==> src/rtl/logic_unit_seq.sv <==
// logic_unit_seq: sequential front-end for the 32-bit logical unit.
// Accepts an operand pair and opcode over a valid/ready handshake. Evaluates
// the selected bitwise function one SLICE-bit slice per cycle, LSB slice
// first. Presents a registered result with zero/negative flags over a second
// valid/ready handshake.
// WIDTH must be a multiple of SLICE.
module logic_unit_seq #(
    parameter int WIDTH = 32,
    parameter int SLICE = 8
) (
    input  logic             clk,
    input  logic             rst_n,
    input  logic             in_valid,
    output logic             in_ready,
    input  logic [2:0]       op,
    input  logic [WIDTH-1:0] a,
    input  logic [WIDTH-1:0] b,
    output logic             out_valid,
    input  logic             out_ready,
    output logic [WIDTH-1:0] result,
    output logic             zero,
    output logic             neg
);

    localparam int N     = WIDTH / SLICE;
    localparam int CNT_W = (N > 1) ? $clog2(N) : 1;
    localparam logic [CNT_W-1:0] CNT_LAST = CNT_W'(N - 1);

    typedef enum logic [1:0] {
        IDLE = 2'd0,
        BUSY = 2'd1,
        DONE = 2'd2
    } state_t;

    state_t                  state_q, state_d;
    logic [CNT_W-1:0]        cnt_q, cnt_d;
    logic [2:0]              op_q, op_d;
    logic [WIDTH-1:0]        a_q, a_d;
    logic [WIDTH-1:0]        b_q, b_d;
    logic [WIDTH-1:0]        res_q, res_d;
    logic                    zero_q, zero_d;
    logic                    neg_q, neg_d;
    logic [SLICE-1:0]        slice_res;
    logic [WIDTH-1:0]        res_full;

    // Per-slice bitwise cell. There are no carries, so every slice is
    // independent of its neighbours.
    function automatic logic [SLICE-1:0] slice_fn(
        input logic [2:0]       f,
        input logic [SLICE-1:0] x,
        input logic [SLICE-1:0] y
    );
        logic [SLICE-1:0] r;
        case (f)
            3'b000:  r = x & y;
            3'b001:  r = x | y;
            3'b010:  r = x ^ y;
            3'b011:  r = ~x;
            3'b100:  r = ~(x & y);
            3'b101:  r = ~(x | y);
            3'b110:  r = ~(x ^ y);
            default: r = x;
        endcase
        return r;
    endfunction

    // State register.
    always_ff @(posedge clk) begin
        if (!rst_n) begin
            state_q <= IDLE;
        end else begin
            state_q <= state_d;
        end
    end

    // Next-state decode: accept in IDLE, walk N slices in BUSY, hold in DONE until consumed.
    always_comb begin
        state_d = state_q;
        case (state_q)
            IDLE:    if (in_valid)          state_d = BUSY;
            BUSY:    if (cnt_q == CNT_LAST) state_d = DONE;
            DONE:    if (out_ready)         state_d = IDLE;
            default:                        state_d = IDLE;
        endcase
    end

    // Datapath next values: capture on accept, merge one slice per BUSY cycle, flags on the last slice.
    always_comb begin
        cnt_d     = cnt_q;
        op_d      = op_q;
        a_d       = a_q;
        b_d       = b_q;
        res_d     = res_q;
        zero_d    = zero_q;
        neg_d     = neg_q;
        slice_res = slice_fn(op_q, a_q[cnt_q*SLICE +: SLICE], b_q[cnt_q*SLICE +: SLICE]);
        res_full  = res_q;
        res_full[cnt_q*SLICE +: SLICE] = slice_res;
        case (state_q)
            IDLE: begin
                if (in_valid) begin
                    a_d   = a;
                    b_d   = b;
                    op_d  = op;
                    res_d = '0;
                    cnt_d = '0;
                end
            end
            BUSY: begin
                res_d = res_full;
                if (cnt_q == CNT_LAST) begin
                    zero_d = (res_full == '0);
                    neg_d  = res_full[WIDTH-1];
                end else begin
                    cnt_d = cnt_q + CNT_W'(1);
                end
            end
            default: ;
        endcase
    end

    // Datapath registers. Reset clears them so that an aborted operation
    // leaves nothing behind.
    always_ff @(posedge clk) begin
        if (!rst_n) begin
            cnt_q  <= '0;
            op_q   <= '0;
            a_q    <= '0;
            b_q    <= '0;
            res_q  <= '0;
            zero_q <= 1'b0;
            neg_q  <= 1'b0;
        end else begin
            cnt_q  <= cnt_d;
            op_q   <= op_d;
            a_q    <= a_d;
            b_q    <= b_d;
            res_q  <= res_d;
            zero_q <= zero_d;
            neg_q  <= neg_d;
        end
    end

    // Handshakes are decoded from the state register, forced low while in
    // reset. Result and flags are gated so that partial slices never show.
    assign in_ready  = rst_n && (state_q == IDLE);
    assign out_valid = rst_n && (state_q == DONE);
    assign result    = out_valid ? res_q : '0;
    assign zero      = out_valid & zero_q;
    assign neg       = out_valid & neg_q;

endmodule
==> config.mk <==
export PLATFORM = sky130hd
export DESIGN_NAME = logic_unit_seq
export DESIGN_NICKNAME = d
export VERILOG_FILES = /design/src/rtl/logic_unit_seq.sv
export SDC_FILE = /design/constraint.sdc
export NUM_CORES = 1
export LEC_CHECK = 0
export ABC_AREA = 1
export CORE_ASPECT_RATIO = 1.4
export CORE_MARGIN = 5
export CORE_UTILIZATION = 65
export CTS_CLUSTER_SIZE = 14
export DETAILED_ROUTE_END_ITERATION = 7
export DONT_BUFFER_PORTS = 1
export GPL_TIMING_DRIVEN = 0
export PLACE_DENSITY = 0.88
export SYNTH_ARGS = -nofsm -noshare
export SYNTH_HDL_FRONTEND = slang
export SYNTH_SLANG_ARGS = --single-unit
==> constraint.sdc <==
create_clock -name clk -period 5.7 [get_ports clk]
set_input_delay 0.285 -clock clk [delete_from_list [all_inputs] [get_ports clk]]
set_output_delay 0.285 -clock clk [all_outputs]
set_load 0.005 [all_outputs]
Word level (Yosys, flattened, before mapping)
Index checks and enable logic that the tools add are counted.

cells by class
  shifts and indexed selects = 4
  multiplexer cells = 12
  eq/ne operators = 13
  reductions and logical operators = 11
  bitwise logic cells = 9
  add/sub/neg operators = 2

operator list
  cell                                                   number
  2-to-1 mux 32 bit                                      2
  one-hot mux 32 bit (2 select lines)                    1
  indexed part select 32 x 6 -> 8 bit                    2
  one-hot mux 8 bit (7 select lines)                     1
  negation 5 -> 34 bit                                   1
  variable shift 8 x 34 -> 32 bit, first input constant  1
  indexed part select 8 x 34 -> 32 bit                   1
  bitwise mux 32 bit                                     1
  logical NOT 32 bit                                     1
  inverter 8 bit                                         4
  2-to-1 mux 2 bit                                       5
  == test 3 bit, second input constant                   3
  bitwise AND 8 bit                                      1
  inequality test 2 bit, second input constant           4
  bitwise OR 8 bit                                       1
  bitwise XOR 8 bit                                      1
  == test 3 x 2 -> 1 bit, second input constant          2
  one-hot mux 2 bit (3 select lines)                     1
  AND reduction 2 bit                                    3
  AND reduction 3 bit                                    2
  == test 2 bit, second input constant                   2
  one-hot mux 2 bit (2 select lines)                     1
  == test 3 x 1 -> 1 bit, second input constant          1
  logical NOT 3 bit                                      1
  6 further kinds                                        8

storage, ports and cells
  register bits after elaboration = 105
  output and inout port bits = 36
  logic and storage cells = 59

Longest topological paths before layout
Gate-level depths: netlist of the first run.

  depth after elaboration = 7
  depth in mapped cells = 22
  depth with buffers taken out = 20

Worst setup path before layout of the first run
No wires, ideal clock.

  path kind = register -> register
  start = register cnt_q[0]
  end = register zero_q
  cell stages (with the launch flop) = 23
  path slack = 2.913 ns
  setup time = 0.067 ns
  data arrival time = 2.720 ns
  required time = 5.633 ns
  buffers on the path = 4
  cells stage by stage = dfxtp_1 -> buf_6 -> buf_6 -> buf_2 -> buf_1 -> a21oi_1 -> a32oi_1 -> inv_1 -> ha_1 -> inv_1 -> nand4_1 -> nand2_1 -> nor2_1 -> nand3_2 -> nand3_1 -> nand2_1 -> nor2_1 -> nand2_1 -> nor2_1 -> nand2_1 -> nor2_1 -> nand3_1 -> a21oi_2

between the ends
  cells in the longest elaborated chain, start to end = 7
  elaborated cells on any way between the ends = 17

ends and longest elaborated chain
  element                                    line        source
  start: declaration                         36          logic [CNT_W-1:0] cnt_q, cnt_d;
  start signal: assignment                   134         cnt_q <= cnt_d;
  indexed part select 32 x 6 -> 8 bit        96          slice_res = slice_fn(op_q, a_q[cnt_q*SLICE +: SLICE], b_q[cnt_q*SLICE +: SLICE]);
  bitwise XOR 8 bit (tied with other cells)  57, 61
  inverter 8 bit, on equally long branches   61, 59, 60
  one-hot mux 8 bit (7 select lines)         54          case (f)
  indexed part select 8 x 34 -> 32 bit       98          res_full[cnt_q*SLICE +: SLICE] = slice_res;
  bitwise mux 32 bit                         98
  logical NOT 32 bit                         112         zero_d = (res_full == '0);
  end signal: assignment                     139         zero_q <= zero_d;
  end: declaration                           41          logic zero_q, zero_d;

Several ways; a longest one is shown, not always the timed one.
A chain may end at the register's enable or synchronous reset.

Final worst setup path of the first run
Ends and elaborated chain as after synthesis.

==> load_flow_metrics.sql, run 1 <==
INSERT INTO impl_metrics (metric_group, metric, value, unit) VALUES
('clocking', 'cts_resized', '0', ''),
('timing', 'setup_viol', '0', ''),
('timing', 'worst_slew_margin_rel', '0.540', ''),
('clocking', 'cts_num_sinks', '105', ''),
('power_and_ir_drop', 'power_per_cell_area', '294', 'nW/um^2'),
('hold_path', 'min-delay-path-class', 'in2reg', ''),
('global_routing', 'globalRouteTotalUtil', '0.297', ''),
('clocking', 'holdBufCountCts', '0', ''),
('layout', 'num_antenna_cells', '0', ''),
('synth', 'synth_top_area_share', '0.345', ''),
('synth', 'ys_async_sr_fraction', '0', ''),
('timing', 'worst_slack', '1950', 'ps'),
('synth', 'synth_ff_type', 'sky130_fd_sc_hd__dfxtp_1', ''),
('clocking', 'cts_inserted_buffers', '9', ''),
('floorplanning', 'pin_count', '107', ''),
('detailed_routing', 'detail_route.iter0.violations', '473', ''),
('worst_setup_path', 'worst-endpoint-arrival', '4040', 'ps'),
('global_routing', 'grt.overflow.total', '0', ''),
('clocking', 'clock_latency', '360', 'ps'),
('layout', 'syn2layout_area_growth', '7.45', '%'),
('clocking', 'clock_tree.htree_level_count', '3', ''),
('synth', 'synthesis.area_per_instance', '6.39', 'um^2'),
('status', 'status', 'complete, no violations', ''),
('global_routing', 'grt_antenna_before_repair', '0', ''),
('worst_setup_path', 'timing.critical_path.from_type', 'flip-flop', ''),
('floorplanning', 'rows', '41', ''),
('synth', 'post_synth_main_area_contributors', 'sky130_fd_sc_hd__dfxtp_1 34%, sky130_fd_sc_hd__nor2_1 14%, sky130_fd_sc_hd__nand2_1 13%', ''),
('global_routing', 'wire_length_of_the_first_global_routing_pass', '27.5', 'mm'),
('timing', 'setup_tns', '0', 'ps'),
('synth', 'syn-instance-count', '953', ''),
('floorplanning', 'die_width', '91.8', 'um'),
('synth', 'synth_seq_cells', '105', ''),
('worst_setup_path', 'reg2reg_setup_slack', '1950', 'ps'),
('global_routing', 'largest_net_degree_at_the_start_of_global_routing', '21', ''),
('power_and_ir_drop', 'ir_drop', '0.223', 'mV'),
('worst_setup_path', 'crit_fanout', '10', ''),
('floorplanning', 'initial_utilization', '0.671', ''),
('worst_setup_path', 'setup.worst_path.end_class', 'flip-flop', ''),
('synth', 'yosys_warnings', '0', ''),
('place', 'gp_routability_congestion', '0.956', ''),
('place', 'hpwlAfterDp', '13.1', 'mm'),
('timing', 'worst_clock_skew', '15.7', 'ps'),
('synth', 'synth.distinct_cells', '31', ''),
('clocking', 'cts.reportedPaths.clkPinSlew', '80', 'ps'),
('timing', 'timing.hold.ws', '85.8', 'ps'),
('timing', 'rsz_0062_raised_after_global_routing', 'false', ''),
('power_and_ir_drop', 'p_leak', '2.71', 'nW'),
('timing', 'timing.final.crit_share', '0.657', ''),
('clocking', 'cts_tree', 'built', ''),
('worst_setup_path', 'path_class', 'reg2reg', ''),
('global_routing', 'grt_pass1_vias', '5780', ''),
('floorplanning', 'dieArea', '11400', 'um^2'),
('worst_setup_path', 'worst_ep_required_time', '5990', 'ps'),
('detailed_routing', 'routed_length_per_instance', '16.1', 'um'),
('place', 'dp_worst_setup_slack', '2010', 'ps'),
('floorplanning', 'placeableCoreArea', '9080', 'um^2'),
('place', 'buffer_ports.inserted', '0', ''),
('detailed_routing', 'firstDrtPassIters', '5', ''),
('synth', 'yosysSeqAreaShare', '0.345', ''),
('detailed_routing', 'via_count', '6220', ''),
('floorplanning', 'dieHeight', '125', 'um'),
('layout', 'final_net_count', '1057', ''),
('synth', 'ys_top_cells_by_count', '222 x sky130_fd_sc_hd__nor2_1, 208 x sky130_fd_sc_hd__nand2_1, 105 x sky130_fd_sc_hd__dfxtp_1, 82 x sky130_fd_sc_hd__o21ai_0, 79 x sky130_fd_sc_hd__inv_1', ''),
('detailed_routing', 'drt_drc_violations_left', '0', ''),
('job', 'drv_cap', '0', ''),
('layout', 'finished_cell_area', '6550', 'um^2'),
('timing', 'f_max', '267', 'MHz'),
('synth', 'synth_area_leader_cell', 'sky130_fd_sc_hd__dfxtp_1', ''),
('timing', 'final_period_minus_worst_setup_slack', '3750', 'ps'),
('clocking', 'cts.root.buffer_cell', 'sky130_fd_sc_hd__clkbuf_16', ''),
('synth', 'yosys.cell_count.top_type', 'sky130_fd_sc_hd__nor2_1', '');
==> flip-flops by register name (all words and copies together) (netlist names) <==
signal and count:
a_q 32, zero_q 1, state_q 2, op_q 3, b_q 32, cnt_q 2, res_q 32, neg_q 1
==> area by class of cell <==
type / instances / area [um^2]
multi-input cells: 705 / 3340
fillers: 835 / 2530
flip-flops and latches: 105 / 2100
inverters: 86 / 338
plain buffers: 57 / 314
clock buffers: 9 / 225
well taps: 107 / 134
clock inverters: 7 / 95.1
==> per-layer routing <==
metal | vias to the layer above | track usage | part of all wire
met5 | - | 0 | 0
met4 | 0 | 0.168 | 0.054
met3 | 70 | 0.0532 | 0.071
met2 | 296 | 0.532 | 0.51
met1 | 2766 | 0.324 | 0.37
li1 | 3088 | - | -
==> final timing paths <==
kind,from,end,cells past startpoint
max,cnt_q[0],zero_q,22
min,b[23],b_q[23],2
min reg2reg,res_q[25],res_q[25],2
max reg2reg,cnt_q[0],zero_q,22
==> where the power goes <==
group | leakage, nW | switching [mW] | internal [mW] | total (mW)
registers | 0.862 | 0.0269 | 0.779 | 0.806
clock network | 0.157 | 0.312 | 0.354 | 0.666
logic | 1.69 | 0.310 | 0.144 | 0.454
==> worst max-delay path, cell delays in order, from the launching register on <==
cell and delay, ps:
sky130_fd_sc_hd__dfxtp_1 410, sky130_fd_sc_hd__buf_6 190, sky130_fd_sc_hd__buf_6 160, sky130_fd_sc_hd__buf_2 250
sky130_fd_sc_hd__buf_1 380, sky130_fd_sc_hd__a21oi_1 130, sky130_fd_sc_hd__a32oi_1 410, sky130_fd_sc_hd__inv_1 90
sky130_fd_sc_hd__ha_1 310, sky130_fd_sc_hd__inv_1 40, sky130_fd_sc_hd__nand4_1 80, sky130_fd_sc_hd__nand2_1 50
sky130_fd_sc_hd__nor2_1 120, sky130_fd_sc_hd__nand3_2 130, sky130_fd_sc_hd__nand3_1 150, sky130_fd_sc_hd__nand2_1 100
sky130_fd_sc_hd__nor2_1 100, sky130_fd_sc_hd__nand2_1 70, sky130_fd_sc_hd__nor2_1 120, sky130_fd_sc_hd__nand2_1 60
sky130_fd_sc_hd__nor2_1 110, sky130_fd_sc_hd__nand3_1 110, sky130_fd_sc_hd__a21oi_2 120
==> cell usage in the layout, fill, tap and decap left out, types with 2 or more instances in the layout <==
master | Yosys | final
sky130_fd_sc_hd__buf_1 | 4 | 4
sky130_fd_sc_hd__nor3_1 | 4 | 4
sky130_fd_sc_hd__clkinv_4 | 0 | 2
sky130_fd_sc_hd__buf_2 | 5 | 5
sky130_fd_sc_hd__clkinv_1 | 2 | 2
sky130_fd_sc_hd__buf_4 | 3 | 3
sky130_fd_sc_hd__nand3b_1 | 3 | 3
sky130_fd_sc_hd__buf_6 | 11 | 11
sky130_fd_sc_hd__nand4_1 | 44 | 44
sky130_fd_sc_hd__nor2_1 | 222 | 222
sky130_fd_sc_hd__a32oi_1 | 8 | 8
sky130_fd_sc_hd__inv_1 | 79 | 79
sky130_fd_sc_hd__clkbuf_1 | 34 | 34
sky130_fd_sc_hd__inv_4 | 3 | 3
sky130_fd_sc_hd__nand2_1 | 208 | 208
sky130_fd_sc_hd__o21ai_0 | 82 | 82
sky130_fd_sc_hd__nand2_2 | 7 | 7
sky130_fd_sc_hd__o21ai_1 | 6 | 6
sky130_fd_sc_hd__a21oi_1 | 46 | 46
sky130_fd_sc_hd__dfxtp_1 | 105 | 105
sky130_fd_sc_hd__nand3_2 | 9 | 9
sky130_fd_sc_hd__nand3_1 | 36 | 36
sky130_fd_sc_hd__clkbuf_16 | 0 | 9
sky130_fd_sc_hd__ha_1 | 22 | 22
sky130_fd_sc_hd__o21bai_1 | 2 | 2
sky130_fd_sc_hd__inv_8 | 1 | 3
==> cells by family after synthesis <==
| logic type | synth area share |
|---|---|
| AO/OA/AOI/OAI | 0.127 |
| adder cells (fa/ha/maj) | 0.0452 |
| buffers and inverters | 0.107 |
| flip-flops | 0.345 |
| AND/OR/NAND/NOR | 0.376 |
==> through the flow <==
step,util,instances
after detailed placement,0.686,1060
after global routing,0.721,1076
after floorplan,-,953
final,0.721,1076
after global placement,0.686,1060
after CTS,0.721,1076
Note: power is estimated with default switching activity, not from simulation.
==> run 2, diff against run 1 <==
Settings changed: CORE_UTILIZATION 65 to 58, PLACE_DENSITY 0.88 to 0.83.
Clock period 5.7 ns to 3.4 ns, I/O delays scaled along.
==> load_flow_metrics.sql, run 2 (same netlist as run 1, synthesis figures left out) <==
INSERT INTO impl_metrics (metric_group, metric, value, unit) VALUES
('layout', 'final_cell_mix', '222 x sky130_fd_sc_hd__nor2_1, 208 x sky130_fd_sc_hd__nand2_1, 103 x sky130_fd_sc_hd__dfxtp_1', ''),
('floorplanning', 'dieArea', '12700', 'um^2'),
('place', 'gp_routability_congestion', '0.971', ''),
('layout', 'finished_cell_area', '7020', 'um^2'),
('detailed_routing', 'via_count', '6241', ''),
('status', 'failed_checks', 'negative hold slack', ''),
('detailed_routing', 'postRouteAntennaNets', '0', ''),
('timing', 'maxSlewViolCount', '0', ''),
('layout', 'layout.cells.most_common', 'sky130_fd_sc_hd__nor2_1', ''),
('timing', 'worst_clock_skew', '13.3', 'ps'),
('timing', 'worst_pin_slew', '725', 'ps'),
('worst_setup_path', 'path_cells', 'buf_6 > inv_2 > buf_6 > buf_2 > a32oi_1 > inv_1 > ha_1 > inv_1 > nand4_1 > nand2_1 > nor2_1 > nand3_2 > nand3_1 > nand2_1 > nor2_1 > nand2_1 > nor2_1 > nand2_1 > nor2_1 > nand3_1 > a21oi_2', ''),
('detailed_routing', 'detail_route.iter0.violations', '454', ''),
('clocking', 'clock_latency', '360', 'ps'),
('worst_setup_path', 'cp.buffers_inverters', '6', ''),
('timing', 'setup_viol', '0', ''),
('floorplanning', 'die_width', '96.6', 'um'),
('timing', 'rsz_0062_raised_after_global_routing', 'false', ''),
('worst_setup_path', 'worst-endpoint-arrival', '3390', 'ps'),
('layout', 'final_net_count', '1095', ''),
('place', 'postPlaceCellArea', '6270', 'um^2'),
('detailed_routing', 'routed_wire_length', '17.2', 'mm'),
('floorplanning', 'initial_utilization', '0.589', ''),
('detailed_routing', 'firstDrtPassIters', '5', ''),
('worst_setup_path', 'timing.critical_path.from_type', 'flip-flop', ''),
('worst_setup_path', 'setup.worst_path.end_class', 'flip-flop', ''),
('worst_setup_path', 'path_class', 'reg2reg', ''),
('timing', 'hold_violation_count_in_the_final_report', '4', ''),
('global_routing', 'grt_antenna_before_repair', '0', ''),
('detailed_routing', 'wirelength_met1', '6.60', 'mm'),
('clocking', 'cts_tree', 'built', ''),
('worst_setup_path', 'cpPeakStageDelay', '390', 'ps'),
('place', 'buffer_ports.inserted', '0', ''),
('floorplanning', 'pin_count', '107', ''),
('detailed_routing', 'top_layer_used', 'met4', ''),
('worst_setup_path', 'crit_fanout', '12', ''),
('timing', 'timing.final.crit_share', '0.912', ''),
('detailed_routing', 'drt_drc_violations_left', '0', ''),
('job', 'drv_cap', '0', ''),
('timing', 'setup_tns', '0', 'ps'),
('layout', 'syn2layout_area_growth', '15.2', '%'),
('clocking', 'clockBufferDepth', '2', ''),
('worst_setup_path', 'critPathSlowestCell', 'sky130_fd_sc_hd__dfxtp_2', ''),
('layout', 'drive_above_1_share', '0.0705', ''),
('worst_setup_path', 'worst_path_dominant_cell_family', 'simple AND/OR/NAND/NOR gates', ''),
('status', 'status', 'complete, but fails checks', ''),
('timing', 'worst_slew_margin_rel', '0.513', ''),
('power_and_ir_drop', 'p_leak', '2.88', 'nW'),
('power_and_ir_drop', 'ir_drop', '0.405', 'mV'),
('detailed_routing', 'met3_wl', '1.03', 'mm'),
('detailed_routing', 'met2_length', '8.91', 'mm'),
('hold_path', 'min-delay-path-class', 'in2reg', ''),
('global_routing', 'globalRouteTotalUtil', '0.269', ''),
('global_routing', 'wire_length_of_the_first_global_routing_pass', '28.7', 'mm'),
('floorplanning', 'dieHeight', '131', 'um'),
('timing', 'final_period_minus_worst_setup_slack', '3100', 'ps'),
('global_routing', 'grt.overflow.total', '0', ''),
('layout', 'num_antenna_cells', '0', ''),
('global_routing', 'grt_pass1_vias', '5982', ''),
('timing', 'f_max', '323', 'MHz'),
('clocking', 'cts.root.buffer_cell', 'sky130_fd_sc_hd__clkbuf_16', ''),
('clocking', 'cts_inserted_buffers', '9', ''),
('detailed_routing', 'post_drt_via_cell_ratio', '5.45', ''),
('floorplanning', 'rows', '44', ''),
('place', 'hpwlAfterDp', '12.8', 'mm'),
('floorplanning', 'placeableCoreArea', '10300', 'um^2'),
('detailed_routing', 'routed_length_per_instance', '15.0', 'um'),
('power_and_ir_drop', 'power_per_cell_area', '460', 'nW/um^2'),
('clocking', 'cts.reportedPaths.clkPinSlew', '80', 'ps'),
('clocking', 'clock_tree.htree_level_count', '3', ''),
('clocking', 'cts_num_sinks', '105', ''),
('worst_setup_path', 'worst_ep_required_time', '3690', 'ps'),
('timing', 'timing.hold.ws', '-3.40', 'ps'),
('layout', 'reg.largest.list', 'a_q: 32 flops, b_q: 32 flops, res_q: 32 flops', ''),
('global_routing', 'largest_net_degree_at_the_start_of_global_routing', '22', ''),
('layout', 'filler_cell_count', '935', '');
[run 2: changes by cell type in the layout (fill, tap and decap cells not counted), moves of 2 or more]
cell	change
sky130_fd_sc_hd__a32oi_1	-5
sky130_fd_sc_hd__a32oi_2	+5
sky130_fd_sc_hd__dfxtp_1	-2
sky130_fd_sc_hd__dlygate4sd3_1	+38
[run 2: path summary, 6_finish.rpt]
check | from | endpoint | slack (ps) | cells past startpoint
max | cnt_q[1] | zero_q | 300 | 21
min | a[21] | a_q[21] | -3 | 2
max reg2reg | cnt_q[1] | zero_q | 300 | 21
min reg2reg | res_q[24] | res_q[24] | 470 | 2
[run 2: per-stage QoR]
step           utilization  hold slack, ps  setup slack [ps]  power (mW)  std cells
2_1_floorplan            -             337               613        1.93        953
3_3_place_gp         0.605             338              -152        2.10       1091
3_5_place_dp         0.605             346              -157        2.11       1091
4_1_cts              0.673          0.0921              42.1        3.20       1142
5_1_grt              0.678            9.19              9.37        3.39       1145
6_report             0.678           -3.40               300        3.23       1145
[run 2: worst reg2reg max path: cells and delay by family (launching register included)]
family	cells	cell delay, ps
adders and majority gates	1	300
and+or+nand+nor	12	1110
DFF	1	390
buffers and inverters	6	750
AOI/OAI and AO/OA	2	480
[run 2: area by class of cell]
| cell class | count | area (um^2) | share of cell area |
|---|---|---|---|
| clock inverters | 6 | 75.1 | 0.0107 |
| inverters | 86 | 338 | 0.0481 |
| repair buffers | 39 | 388 | 0.0552 |
| well taps | 138 | 173 | 0.0246 |
| clock buffers | 10 | 229 | 0.0326 |
| plain buffers | 56 | 329 | 0.0469 |
| flip-flops and latches | 105 | 2110 | 0.300 |
| multi-input cells | 705 | 3380 | 0.482 |
[run 2: power by group]
part | switching, mW | leakage, nW | internal [mW]
clock | 0.489 | 0.150 | 0.584
sequential | 0.0453 | 0.863 | 1.31
combinational | 0.523 | 1.86 | 0.282
[run 2: timing repair]
item / 4_1_cts / 5_1_grt
setup buffers: 0 / 1
pin swaps: 0 / 1
gates resized for setup: 6 / 14
endpoints found under the setup margin: 1 / 3
hold buffers: 36 / 2
hold endpoints to repair: 36 / 2
gates cloned: 0 / 0
[run 2: routing by layer]
metal  track usage  vias up
met5             0        -
met4         0.135        0
met3        0.0546       45
met2         0.490      216
met1         0.293     2815
li1              -     3165
==> run 3, diff against run 2 <==
Settings changed: ABC_AREA 1 to not set.
==> load_flow_metrics.sql, run 3 <==
INSERT INTO impl_metrics (metric_group, metric, value, unit) VALUES
('power_and_ir_drop', 'clock_power_share', '0.351', ''),
('global_routing', 'largest_net_degree_at_the_start_of_global_routing', '20', ''),
('place', 'gp_routability_congestion', '0.938', ''),
('timing', 'worst_clock_skew', '9.26', 'ps'),
('hold_path', 'min-delay-path-class', 'in2reg', ''),
('timing', 'final_period_minus_worst_setup_slack', '3320', 'ps'),
('place', 'hpwlAfterDp', '11.4', 'mm'),
('floorplanning', 'pin_count', '107', ''),
('layout', 'layout.cells.most_common', 'sky130_fd_sc_hd__nand2_1', ''),
('layout', 'num_antenna_cells', '0', ''),
('worst_setup_path', 'worst_ep_required_time', '3680', 'ps'),
('floorplanning', 'die_width', '93.9', 'um'),
('layout', 'final-seq-area', '2100', 'um^2'),
('timing', 'rsz_0062_raised_after_global_routing', 'false', ''),
('synth', 'synth_top_area_share', '0.368', ''),
('synth', 'synth.distinct_cells', '58', ''),
('synth', 'ys_async_sr_fraction', '0', ''),
('synth', 'synth_seq_cells', '105', ''),
('synth', 'synth-edff-count', '0', ''),
('place', 'place_inst', '792', ''),
('layout', 'combined_area_of_the_multi_input_logic_cells', '3350', 'um^2'),
('power_and_ir_drop', 'power_per_cell_area', '412', 'nW/um^2'),
('power_and_ir_drop', 'switching_share_of_power', '0.286', ''),
('detailed_routing', 'routed_length_per_instance', '19.0', 'um'),
('clocking', 'cts_num_sinks', '105', ''),
('layout', 'reg.largest.list', 'a_q: 32 flops, b_q: 32 flops, res_q: 32 flops', ''),
('synth', 'post_synth_main_area_contributors', 'sky130_fd_sc_hd__dfxtp_1 37%, sky130_fd_sc_hd__nand2_1 9.5%, sky130_fd_sc_hd__a21boi_0 8.9%', ''),
('worst_setup_path', 'timing.rr.start', 'cnt_q[1]', ''),
('layout', 'filler_cell_count', '750', ''),
('timing', 'worst_pin_slew', '1170', 'ps'),
('layout', 'fin_cells', '872', ''),
('floorplanning', 'dieArea', '12000', 'um^2'),
('timing', 'maxSlewViolCount', '0', ''),
('power_and_ir_drop', 'cellInternalPower', '2.01', 'mW'),
('detailed_routing', 'via_count', '5206', ''),
('global_routing', 'globalRouteTotalUtil', '0.280', ''),
('synth', 'yosys.cell_count.top_type', 'sky130_fd_sc_hd__nand2_1', ''),
('hold_path', 'hp-start', 'a[2]', ''),
('synth', 'synth.cell_area', '5720', 'um^2'),
('place', 'postPlaceCellArea', '5890', 'um^2'),
('job', 'drv_cap', '0', ''),
('power_and_ir_drop', 'power_switching', '0.806', 'mW'),
('power_and_ir_drop', 'combinationalPowerShare', '0.182', ''),
('place', 'buffer_ports.inserted', '0', ''),
('power_and_ir_drop', 'ir_drop', '0.343', 'mV'),
('floorplanning', 'rows', '43', ''),
('clocking', 'cts.root.buffer_cell', 'sky130_fd_sc_hd__clkbuf_16', ''),
('floorplanning', 'dieHeight', '127', 'um'),
('layout', 'syn2layout_area_growth', '19.7', '%'),
('clocking', 'cts_inserted_buffers', '9', ''),
('worst_setup_path', 'setup.worst_path.end_class', 'flip-flop', ''),
('clocking', 'clockBufferDepth', '2', ''),
('layout', 'finished_cell_area', '6840', 'um^2'),
('synth', 'yosysSeqAreaShare', '0.368', ''),
('power_and_ir_drop', 'share_seq_of_total_power', '0.467', ''),
('worst_setup_path', 'timing.critical_path.from_type', 'flip-flop', ''),
('detailed_routing', 'routed_wire_length', '16.6', 'mm'),
('timing', 'hold_violation_count_in_the_final_report', '0', ''),
('synth', 'synth_fp_nets', '750', ''),
('detailed_routing', 'firstDrtPassIters', '5', ''),
('timing', 'worst_slew_margin_rel', '0.216', ''),
('power_and_ir_drop', 'p_leak', '2.51', 'nW'),
('detailed_routing', 'drt_drc_violations_left', '0', ''),
('synth', 'ys_top_cells_by_count', '144 x sky130_fd_sc_hd__nand2_1, 105 x sky130_fd_sc_hd__dfxtp_1, 68 x sky130_fd_sc_hd__a21boi_0, 36 x sky130_fd_sc_hd__and2_1, 35 x sky130_fd_sc_hd__nor2b_1', ''),
('worst_setup_path', 'crit_path_start', 'cnt_q[1]', ''),
('synth', 'syn-instance-count', '657', ''),
('place', 'dp_worst_setup_slack', '-400', 'ps'),
('layout', 'utilization', '0.699', ''),
('global_routing', 'grt_antenna_before_repair', '0', ''),
('detailed_routing', 'postRouteAntennaNets', '0', ''),
('layout', 'drive_above_1_share', '0.0814', ''),
('timing', 'timing.final.crit_share', '0.976', ''),
('floorplanning', 'initial_utilization', '0.584', ''),
('timing', 'f_max', '301', 'MHz'),
('synth', 'synthesis.area_per_instance', '8.70', 'um^2'),
('worst_setup_path', 'crit_fanout', '10', ''),
('global_routing', 'grt_pass1_vias', '5401', ''),
('timing', 'worst_slack', '82.2', 'ps'),
('worst_setup_path', 'path_class', 'reg2reg', ''),
('floorplanning', 'placeableCoreArea', '9790', 'um^2'),
('synth', 'synth_ff_type', 'sky130_fd_sc_hd__dfxtp_1', ''),
('global_routing', 'wire_length_of_the_first_global_routing_pass', '26.3', 'mm'),
('layout', 'final_net_count', '825', ''),
('clocking', 'cts_tree', 'built', ''),
('detailed_routing', 'post_drt_via_cell_ratio', '5.97', ''),
('clocking', 'clock_latency', '360', 'ps'),
('synth', 'synth_area_leader_cell', 'sky130_fd_sc_hd__dfxtp_1', ''),
('worst_setup_path', 'reg2reg_setup_slack', '80', 'ps'),
('clocking', 'clock_tree.htree_level_count', '3', ''),
('clocking', 'cts.reportedPaths.clkPinSlew', '70', 'ps'),
('detailed_routing', 'detail_route.iter0.violations', '295', ''),
('status', 'status', 'complete, no violations', ''),
('timing', 'setup_viol', '0', ''),
('global_routing', 'grt.overflow.total', '0', ''),
('worst_setup_path', 'worst-endpoint-arrival', '3600', 'ps'),
('layout', 'final_cell_mix', '144 x sky130_fd_sc_hd__nand2_1, 104 x sky130_fd_sc_hd__dfxtp_1, 68 x sky130_fd_sc_hd__a21boi_0', ''),
('synth', 'yosys_warnings', '0', '');
run 3: cell count changes after synthesis, sizes merged, moves of 35 or more:
| cell | delta |
|---|---|
| nand2 | -72 |
| and2 | +36 |
| a21boi | +70 |
| nor2b | +35 |
| nor2 | -204 |
| o21ai | -80 |
| nand3 | -40 |
| nand4 | -42 |
| inv | -55 |
run 3: through the flow:
step | hold slack [ps] | setup TNS, ps | total power [mW]
after floorplan | 315 | 0 | 1.65
after global placement | 318 | -577 | 1.75
after detailed placement | 326 | -846 | 1.77
after CTS | 1.17 | 0 | 2.79
after global routing | 17.3 | 0 | 2.91
final | 4.83 | 0 | 2.82
run 3: layout make-up:
cell class	count	area share
Sequential cell	105	0.307
Inverter	29	0.0159
Clock buffer	12	0.0346
Tap cell	135	0.0247
Clock inverter	4	0.00530
Buffer	41	0.0282
Multi-Input combinational cell	481	0.489
Timing Repair Buffer	65	0.0947
run 3: path summary, 6_finish.rpt:
path,to,depth (start not counted)
max,zero_q,12
min,a_q[2],2
max reg2reg,zero_q,12
min reg2reg,a_q[13],2
run 3: timing repair:
item / in CTS / in global routing
hold buffers: 64 / 0
endpoints found under the hold margin: 64 / 0
pin swaps: 1 / 0
resized for setup: 5 / 4
setup buffers: 1 / 0
endpoints found under the setup margin: 7 / 4
run 3: power groups by stage:
stage | Combinational (mW) | Sequential [mW] | Clock [mW]
after floorplan | 0.323 | 1.33 | 0
after global placement | 0.409 | 1.34 | 0
after detailed placement | 0.429 | 1.34 | 0
after CTS | 0.495 | 1.32 | 0.984
after global routing | 0.554 | 1.32 | 1.04
final | 0.512 | 1.32 | 0.990
run 3: critical path, cell delays in order, from the launching register on:
cell and delay [ps]:
sky130_fd_sc_hd__dfxtp_2 440, sky130_fd_sc_hd__buf_6 190, sky130_fd_sc_hd__buf_6 180, sky130_fd_sc_hd__mux4_2 560, sky130_fd_sc_hd__inv_1 80, sky130_fd_sc_hd__ha_1 220
sky130_fd_sc_hd__mux2_2 280, sky130_fd_sc_hd__or3_1 370, sky130_fd_sc_hd__a31oi_4 170, sky130_fd_sc_hd__o221ai_2 120, sky130_fd_sc_hd__nor4_2 310, sky130_fd_sc_hd__o2111ai_1 180
sky130_fd_sc_hd__o21ai_1 150
run 3: cell families after synthesis:
family / after synthesis / synth area share
multiplexers: 28 / 0.0915
buffers and inverters: 71 / 0.0510
AO/OA/AOI/OAI: 143 / 0.182
AND/OR/NAND/NOR: 282 / 0.241
XOR/XNOR: 6 / 0.0184
flip-flops: 105 / 0.368
adder cells (fa/ha/maj): 22 / 0.0481
run 3: layer usage:
layer / vias to the layer above / track usage / share of wire
met5: - / 0 / 0
met4: 0 / 0.185 / 0.058
met3: 78 / 0.0524 / 0.064
met2: 261 / 0.507 / 0.52
met1: 2471 / 0.288 / 0.36
li1: 2396 / - / -
